## src/rtl/buffer_read_sequencer.sv

```systemverilog
// buffer_read_sequencer: walks port B of every lane in lockstep, absorbs read latency,
// and hands one lane word per handshake to the serializers through a credit-limited FIFO
module buffer_read_sequencer #(
    parameter int BYTES_PER_BLOCK = 2250,
    parameter int BANK_COUNT = 6,
    parameter int BLOCK_COUNT = 2,
    parameter int READ_LATENCY = 2,
    parameter int LANES = BANK_COUNT * BLOCK_COUNT,
    parameter int AW = $clog2(BYTES_PER_BLOCK),
    parameter int FIFO_DEPTH = READ_LATENCY + 2
) (
    input  logic                  I_clk,
    input  logic                  I_reset,
    input  logic                  I_start,
    output logic                  O_busy,
    output logic                  O_done,
    output logic                  O_ceb,
    output logic [LANES*AW-1:0]   O_adb_flat,
    input  logic [LANES*8-1:0]    I_dout_flat,
    output logic [LANES*8-1:0]    O_data,
    output logic                  O_valid,
    input  logic                  I_ready,
    output logic                  O_last
);
    localparam int CW = $clog2(FIFO_DEPTH + 1);
    localparam int PW = $clog2(FIFO_DEPTH);
    localparam logic [AW-1:0] LAST_ADDR = AW'(BYTES_PER_BLOCK - 1);

    typedef enum logic [1:0] {IDLE, READ, DRAIN, DONE} state_t;

    state_t state, state_n;
    logic [AW-1:0] addr;
    logic [READ_LATENCY-1:0] pipe_vld, pipe_lst;
    logic [LANES*8:0] mem [FIFO_DEPTH];
    logic [PW-1:0] rd_ptr, wr_ptr;
    logic [CW-1:0] fifo_count;
    logic credit_ok, issue, issue_last, push, pop;

    function automatic logic [PW-1:0] nxt(input logic [PW-1:0] p);
        return p == PW'(FIFO_DEPTH - 1) ? '0 : p + 1'b1;
    endfunction

    // A read is only issued when a FIFO slot is reserved for it, counting reads still in flight
    always_comb begin
        credit_ok = int'(fifo_count) + $countones(pipe_vld) < FIFO_DEPTH;
        issue = state == READ && credit_ok;
        issue_last = issue && addr == LAST_ADDR;
        push = pipe_vld[READ_LATENCY-1];
        pop = O_valid && I_ready;
        state_n = state;
        case (state)
            IDLE:    state_n = I_start ? READ : IDLE;
            READ:    state_n = issue_last ? DRAIN : READ;
            DRAIN:   state_n = pop && O_last ? DONE : DRAIN;
            default: state_n = IDLE;
        endcase
    end

    assign O_busy = state == READ || state == DRAIN;
    assign O_done = state == DONE;
    assign O_ceb = issue;
    assign O_adb_flat = issue ? {LANES{addr}} : '0;
    assign O_valid = fifo_count != 0;
    assign {O_last, O_data} = O_valid ? mem[rd_ptr] : '0;

    always_ff @(posedge I_clk) begin
        if (I_reset) begin
            state <= IDLE;
            addr <= '0;
            pipe_vld <= '0;
            pipe_lst <= '0;
            rd_ptr <= '0;
            wr_ptr <= '0;
            fifo_count <= '0;
        end else begin
            state <= state_n;
            addr <= state == IDLE ? '0 : issue && !issue_last ? addr + 1'b1 : addr;
            pipe_vld <= READ_LATENCY'({pipe_vld, issue});
            pipe_lst <= READ_LATENCY'({pipe_lst, issue_last});
            rd_ptr <= pop ? nxt(rd_ptr) : rd_ptr;
            wr_ptr <= push ? nxt(wr_ptr) : wr_ptr;
            fifo_count <= fifo_count + CW'(push) - CW'(pop);
        end
    end

    always_ff @(posedge I_clk) begin
        if (push) mem[wr_ptr] <= {pipe_lst[READ_LATENCY-1], I_dout_flat};
    end
endmodule

```

## config.mk

```make
export PLATFORM = sky130hd
export DESIGN_NAME = buffer_read_sequencer
export DESIGN_NICKNAME = d
export VERILOG_FILES = /design/src/rtl/buffer_read_sequencer.sv
export SDC_FILE = /design/constraint.sdc
export NUM_CORES = 1
export LEC_CHECK = 0
export ABC_AREA = 0
export BUFFER_PORTS_ARGS = -buffer_cell sky130_fd_sc_hd__buf_2
export CAP_MARGIN = 20
export CORE_ASPECT_RATIO = 0.6
export CORE_MARGIN = 3
export CORE_UTILIZATION = 45
export DETAILED_ROUTE_END_ITERATION = 16
export PLACE_DENSITY = 0.68
export RECOVER_POWER = 50
export SLEW_MARGIN = 20
export SYNTH_ARGS = -nofsm -noshare
export SYNTH_HDL_FRONTEND = slang
export SYNTH_SLANG_ARGS = --single-unit
```

## constraint.sdc

```tcl
create_clock -name I_clk -period 3.6 [get_ports I_clk]
set_input_delay 0.36 -clock I_clk [delete_from_list [all_inputs] [get_ports I_clk]]
set_output_delay 0.36 -clock I_clk [all_outputs]
set_load 0.01 [all_outputs]
```

==> impl_metrics.csv, run 1 <==
group,metric,value,unit
power,power_leakage,7.02,nW
yosys,syn_area,17300,sq um
cells_and_area,seqCellArea,12200,sq um
global_routing,track_usage,17.0,%
detailed_routing,drt_first_pass_iters,4,
worst_setup_path,path_max_fanout,12,
run_status,violations,"max-capacitance violations, max-slew violations",
floorplan,initial_core_util,46.6,%
clock_tree,clock_sinks,415,
worst_setup_path,setup.worst_path.start,"fifo_count[0]",
detailed_routing,ant_nets,0,
timing,worstMarginPinSlew,1.95,ns
yosys,synth_fp_nets,1044,
power,peakVddDrop,0.000457,V
cells_and_area,final_net_count,1269,
yosys,yosysWarnings,0,
placed_design,place_ws,0.964,ns
yosys,synth_cells,928,
yosys,ys_seq_area_share,70.5,%
yosys,syn_avg_cell_area,18.6,sq um
run_status,outcome,"finished, violations left",
cells_and_area,multi_input_area,3850,sq um
clock_tree,clk_path_buf_depth,3,
worst_setup_path,crit_path_end,"O_adb_flat[123]",
cells_and_area,fillerInstances,2983,
clock_tree,cts_max_level,2,
floorplan,die_y,158,microns
detailed_routing,first_iter_violations,595,
timing,layout_setup_ws,0.539,ns
clock_tree,clkTransAtPathRegs,0.07,ns
global_routing,grt_overflow,0,
clock_tree,cts_hold_buf,0,
placed_design,port_buffers,344,
floorplan,io_pins,345,
worst_hold_path,min_from,"I_dout_flat[35]",
yosys,synth_edf_count,388,
job,maxCapViolCount,4,
timing,setup_viol,0,
timing,clock_skew,0.0126,ns
worst_setup_path,r2r_cells,4,
yosys,yosysMostFrequentCell,"edfxtp_1",
clock_tree,cts_root_buffer,"clkbuf_16",
cells_and_area,drive_above_1_share,36.6,%
worst_setup_path,r2r_start,"wr_ptr[0]",
yosys,async_flop_share,0,%
timing,hold_violations,0,
placed_design,gp_congestion,0.837,
detailed_routing,wl,35100,microns
yosys,ys_ff_latch,415,
clock_tree,cts_post_setup_buffers_inserted,0,
worst_setup_path,start_kind,"flop",
cells_and_area,diodes,0,
global_routing,grt_start_max_net_pins,68,
timing,rsz0062_at_grt,"no",
detailed_routing,vias,8591,
cells_and_area,area_growth,14.5,%
timing,max_freq,327,MHz
floorplan,fp.dieW,259,microns
global_routing,grt_pass1_vias,8858,
timing,slew_violations,130,
timing,min_period_over_period,85.0,%
worst_setup_path,critPathKind,"reg2out",
clock_tree,clk_latency,0.52,ns
worst_setup_path,critPathCaptureType,"output port",
yosys,synthTopCellsByCount,"388 x edfxtp_1, 132 x buf_4, 114 x and2_1",
yosys,netlist.area_leader.share,67.4,%
worst_hold_path,hp-class,"in2reg",
timing,max_slew_margin,-29.9,%
power,power_density,615,nW/um^2
timing,setup_tns,0,ns
worst_setup_path,r2r_end,"mem[2][76]",
worst_setup_path,arrival,2.70,ns
yosys,post-synth-top-area-cell,"edfxtp_1",
clock_tree,cts_repair_resize_count,0,
floorplan,num_rows,54,
detailed_routing,drcViolationCount,0,
global_routing,antenna_found_initial,2,
detailed_routing,wl_per_cell,20.8,microns
clock_tree,numCtsBuffers,39,
global_routing,grt_first_pass_wirelength,53500,microns
placed_design,dp.final_hpwl,22200,microns
yosys,synthTopCellsByArea,"edfxtp_1 67%, mux4_2 13%, buf_4 5.7%",
floorplan,die-area,40900,sq um
yosys,synth_cell_type_count,40,
yosys,yosys_most_used_dff,"edfxtp_1",
worst_setup_path,rrSetupSlack,0.73,ns
detailed_routing,viasPerCell,5.10,
clock_tree,cts_tree,"yes",
timing,fin_crit,3.06,ns
worst_setup_path,cp.required,3.24,ns
floorplan,coreArea,37100,sq um
==> flip-flops by register name (all words and copies together), names as in the netlist, named ones only <==
name        flops
addr           12
fifo_count      3
mem           388
pipe_lst        2
pipe_vld        2
rd_ptr          2
state           2
wr_ptr          2
==> how the worst min path moves through the flow <==
stage                        to  slack [ns]  cells after the start
floorplan           pipe_lst[1]        0.41                      1
global placement           flop        0.46                      2
detailed placement         flop        0.46                      2
CTS                  mem[0][35]       0.009                      1
global route         mem[2][47]        0.07                      1
finish               mem[0][35]        0.09                      1
==> cell families (layout without fill, tap and decap cells) <==
kind of cell    after synthesis  in the layout  synth area share, %
compound gates               16             16                0.810
fa+ha+maj                    16             16                 1.20
buf+inv                     186            439                 7.32
mux                         109            109                 13.3
simple gates                185            185                 6.81
xor+xnor                      1              1               0.0506
flops                       415            415                 70.5
==> layer usage <==
layer,routed length [microns],vias up,track usage (%)
met5,0,-,0
met4,339,0,3.22
met3,2210,31,3.96
met2,16900,234,27.2
met1,15700,4425,24.4
li1,-,3901,-
==> report_power, final <==
part	switching, mW	total [mW]	internal [mW]
registers	0.139	5.49	5.35
clock network	1.72	4.12	2.40
logic	1.32	2.58	1.25
total	3.19	12.2	9.00
==> layout by cell type, fill, tap and decap left out, types with 2 or more instances in the layout <==
master | Yosys | final
a21oi_1 | 4 | 4
and2_1 | 114 | 114
and3_1 | 4 | 4
and4_1 | 2 | 2
buf_12 | 0 | 8
buf_2 | 16 | 246
buf_4 | 132 | 6
bufinv_16 | 0 | 5
clkbuf_1 | 18 | 104
clkbuf_16 | 0 | 40
clkinv_1 | 0 | 6
clkinv_2 | 0 | 9
dfxtp_1 | 27 | 25
dfxtp_4 | 0 | 2
edfxtp_1 | 388 | 388
ha_1 | 15 | 15
inv_1 | 12 | 12
mux2i_1 | 12 | 12
mux4_2 | 97 | 97
nand2_1 | 17 | 17
nand3_1 | 4 | 4
nand4_1 | 4 | 4
nor2_1 | 5 | 5
nor2b_1 | 4 | 4
nor3_1 | 2 | 2
nor3b_1 | 2 | 2
nor4_2 | 8 | 9
o2111ai_1 | 3 | 3
or3_1 | 14 | 13
==> per-stage QoR <==
stage / power (mW) / hold slack (ns) / util [%] / cell area, sq um / cells
6_report: 12.2 / 0.0907 / 53.4 / 19800 / 1685
5_1_grt: 12.8 / 0.0676 / 53.4 / 19800 / 1685
4_1_cts: 12.4 / 0.00890 / 53.7 / 19900 / 1685
3_5_place_dp: 8.27 / 0.462 / 50.3 / 18700 / 1616
3_3_place_gp: 8.25 / 0.462 / 50.3 / 18700 / 1616
2_1_floorplan: 7.25 / 0.414 / - / 17300 / 928
==> worst max-delay path: stages (launching register included) <==
cell and delay (ns):
dfxtp_1 0.33, ha_1 0.32, a21oi_4 0.09, nor3_4 0.60, nor3_1 0.13, buf_4 0.21
and2_1 0.28, buf_2 0.20
==> area by class of cell <==
class / count / area share (%)
clock inverter: 23 / 1.26
timing repair buffer: 358 / 9.11
tap: 504 / 3.18
sequential: 415 / 61.6
inverter: 12 / 0.227
multi-input combinational: 327 / 19.4
clock buffer: 46 / 5.17
Note: power is estimated with default switching activity, not from simulation.
==> inputs of run 2 (changes only) <==
CELL_PAD_IN_SITES_DETAIL_PLACEMENT = 2   (was unset)
CELL_PAD_IN_SITES_GLOBAL_PLACEMENT = 2   (was unset)
CORE_MARGIN = unset   (was 3)
CORE_UTILIZATION = 40   (was 45)
PLACE_DENSITY = 0.8   (was 0.68)
==> run 2 against run 1 <==
  * The flow still finishes with violations (max-capacitance violations, max-slew violations)
  * Critical path type unchanged
  * Critical path depth shrank 1
  * Power grew 1.1%
  * Count of clock-buffer cells in the layout grew 7
  * Critical endpoint is now O_adb_flat[17]
  * Die area grew 7.8%
  * Utilization shrank 6.1 points
  * Worst setup slack lost 0.20 ns
  * Maximum frequency shrank 6.2%
  * Design area grew 0.87%
==> impl_metrics.csv, run 2 (same netlist as run 1, synthesis figures left out) <==
group,metric,value,unit
run_status,outcome,"finished, violations left",
run_status,violations,"max-capacitance violations, max-slew violations",
detailed_routing,wl_per_cell,25.6,microns
global_routing,antenna_found_initial,4,
floorplan,initial_core_util,41.0,%
worst_hold_path,hp-class,"in2reg",
floorplan,num_rows,58,
clock_tree,cts_max_level,2,
global_routing,grt_overflow,0,
worst_setup_path,arrival,2.90,ns
cells_and_area,instances_no_fill,1765,
timing,hold_violations,0,
clock_tree,clk_path_buf_depth,3,
placed_design,dp_cells,1687,
placed_design,dp.final_hpwl,30300,microns
detailed_routing,drcViolationCount,0,
worst_setup_path,critPathCaptureType,"output port",
floorplan,fp.dieW,270,microns
worst_setup_path,r2r_end,"mem[2][13]",
placed_design,place_ws,0.518,ns
worst_setup_path,rrSetupSlack,0.41,ns
cells_and_area,final_common_cell,"edfxtp_1",
floorplan,io_pins,345,
timing,fin_crit,3.26,ns
detailed_routing,ant_nets,0,
timing,max_slew_margin,-55.1,%
global_routing,grt_first_pass_wirelength,66800,microns
timing,rsz0062_at_grt,"no",
detailed_routing,viasPerCell,5.07,
timing,min_period_over_period,90.7,%
cells_and_area,area_growth,15.5,%
timing,setup_tns,0,ns
detailed_routing,first_iter_violations,615,
power,power_leakage,7.06,nW
clock_tree,numCtsBuffers,40,
clock_tree,clk_latency,0.54,ns
floorplan,coreArea,42200,sq um
placed_design,gp_congestion,0.731,
timing,slew_violations,103,
power,peakVddDrop,0.000372,V
timing,clock_skew,0.0166,ns
detailed_routing,vias,8943,
clock_tree,clkTransAtPathRegs,0.06,ns
timing,layout_setup_ws,0.336,ns
clock_tree,cts_tree,"yes",
cells_and_area,regMostFlops,"mem",
worst_setup_path,r2r_cells,2,
global_routing,grt_pass1_vias,9934,
cells_and_area,drive_above_1_share,36.2,%
placed_design,placed_cell_area,18800,sq um
worst_setup_path,cp.required,3.24,ns
global_routing,grt_start_max_net_pins,99,
detailed_routing,drt_first_pass_iters,6,
cells_and_area,largestRegisters,"mem: 388 flops, addr: 12 flops, fifo_count: 3 flops",
worst_setup_path,start_kind,"flop",
worst_setup_path,setup.worst_path.start,"fifo_count[2]",
timing,worstMarginPinSlew,2.33,ns
cells_and_area,fin_area,20000,sq um
detailed_routing,wl,45200,microns
cells_and_area,final_cell_mix,"388 x edfxtp_1, 247 x buf_2, 113 x and2_1",
worst_setup_path,crit_path_end,"O_adb_flat[17]",
global_routing,track_usage,20.6,%
placed_design,port_buffers,344,
clock_tree,cts_post_setup_buffers_inserted,0,
worst_setup_path,r2r_start,"pipe_vld[1]",
timing,setup_viol,0,
worst_setup_path,critPathKind,"reg2out",
clock_tree,clock_sinks,415,
worst_setup_path,path_max_fanout,12,
floorplan,die-area,44100,sq um
cells_and_area,final_net_count,1279,
power,finalPower,12.3,mW
job,maxCapViolCount,3,
cells_and_area,largest_reg_flops,388,
timing,max_freq,306,MHz
floorplan,die_y,163,microns
power,power_density,617,nW/um^2
clock_tree,cts_root_buffer,"clkbuf_16",
## run 2: worst max-delay path, cell delays in order (launching register included)
cell	delay, ns
dfxtp_1	0.40
ha_1	0.24
nand2b_1	0.19
o21a_4	0.29
nor3_2	0.55
and2_1	0.47
buf_2	0.22
## run 2: layout make-up
cell class                 instances  area (sq um)
antenna                            1          2.50
clock buffer                      53          1100
clock inverter                    20           178
fill                            3976         22300
inverter                          12          45.0
multi-input combinational        327          3840
sequential                       415         12200
tap                              570           713
timing repair buffer             367          1900
## run 2: where the power goes
group / switching, mW / internal [mW]
Sequential: 0.143 / 5.35
Combinational: 1.40 / 1.25
Clock: 1.80 / 2.37
Total: 3.35 / 8.97
## run 2: per-stage QoR
stage	hold WS, ns	util (%)
detailed placement	0.436	44.5
global route	0.0800	47.3
finish	0.0827	47.3
floorplan	0.414	-
CTS	0.00182	47.6
global placement	0.437	44.5
## run 2: worst min path at each step
stage                          startpoint           to  slack [ns]  depth (start not counted)
after floorplan               pipe_lst[0]  pipe_lst[1]        0.41                          1
after global placement        pipe_lst[0]  pipe_lst[1]        0.44                          1
after detailed placement      pipe_lst[0]  pipe_lst[1]        0.44                          1
after CTS                 I_dout_flat[65]   mem[1][65]       0.002                          1
after global routing      I_dout_flat[55]   mem[2][55]        0.08                          1
final                     I_dout_flat[55]   mem[3][55]        0.08                          1
## run 2: layer usage
| layer | GRT usage [%] | vias up | share of wire, % |
|---|---|---|---|
| li1 | - | 3925 | - |
| met1 | 26.0 | 4733 | 41 |
| met2 | 36.7 | 225 | 52 |
| met3 | 4.31 | 56 | 4.8 |
| met4 | 4.13 | 4 | 1.5 |
| met5 | 0 | - | 0.053 |
## run 2: repair_timing
action / 4_1_cts / 5_1_grt
resized for setup: 1 / 0
setup endpoints to repair: 122 / 0
hold endpoints to repair: 12 / 0
hold buffers: 4 / 0
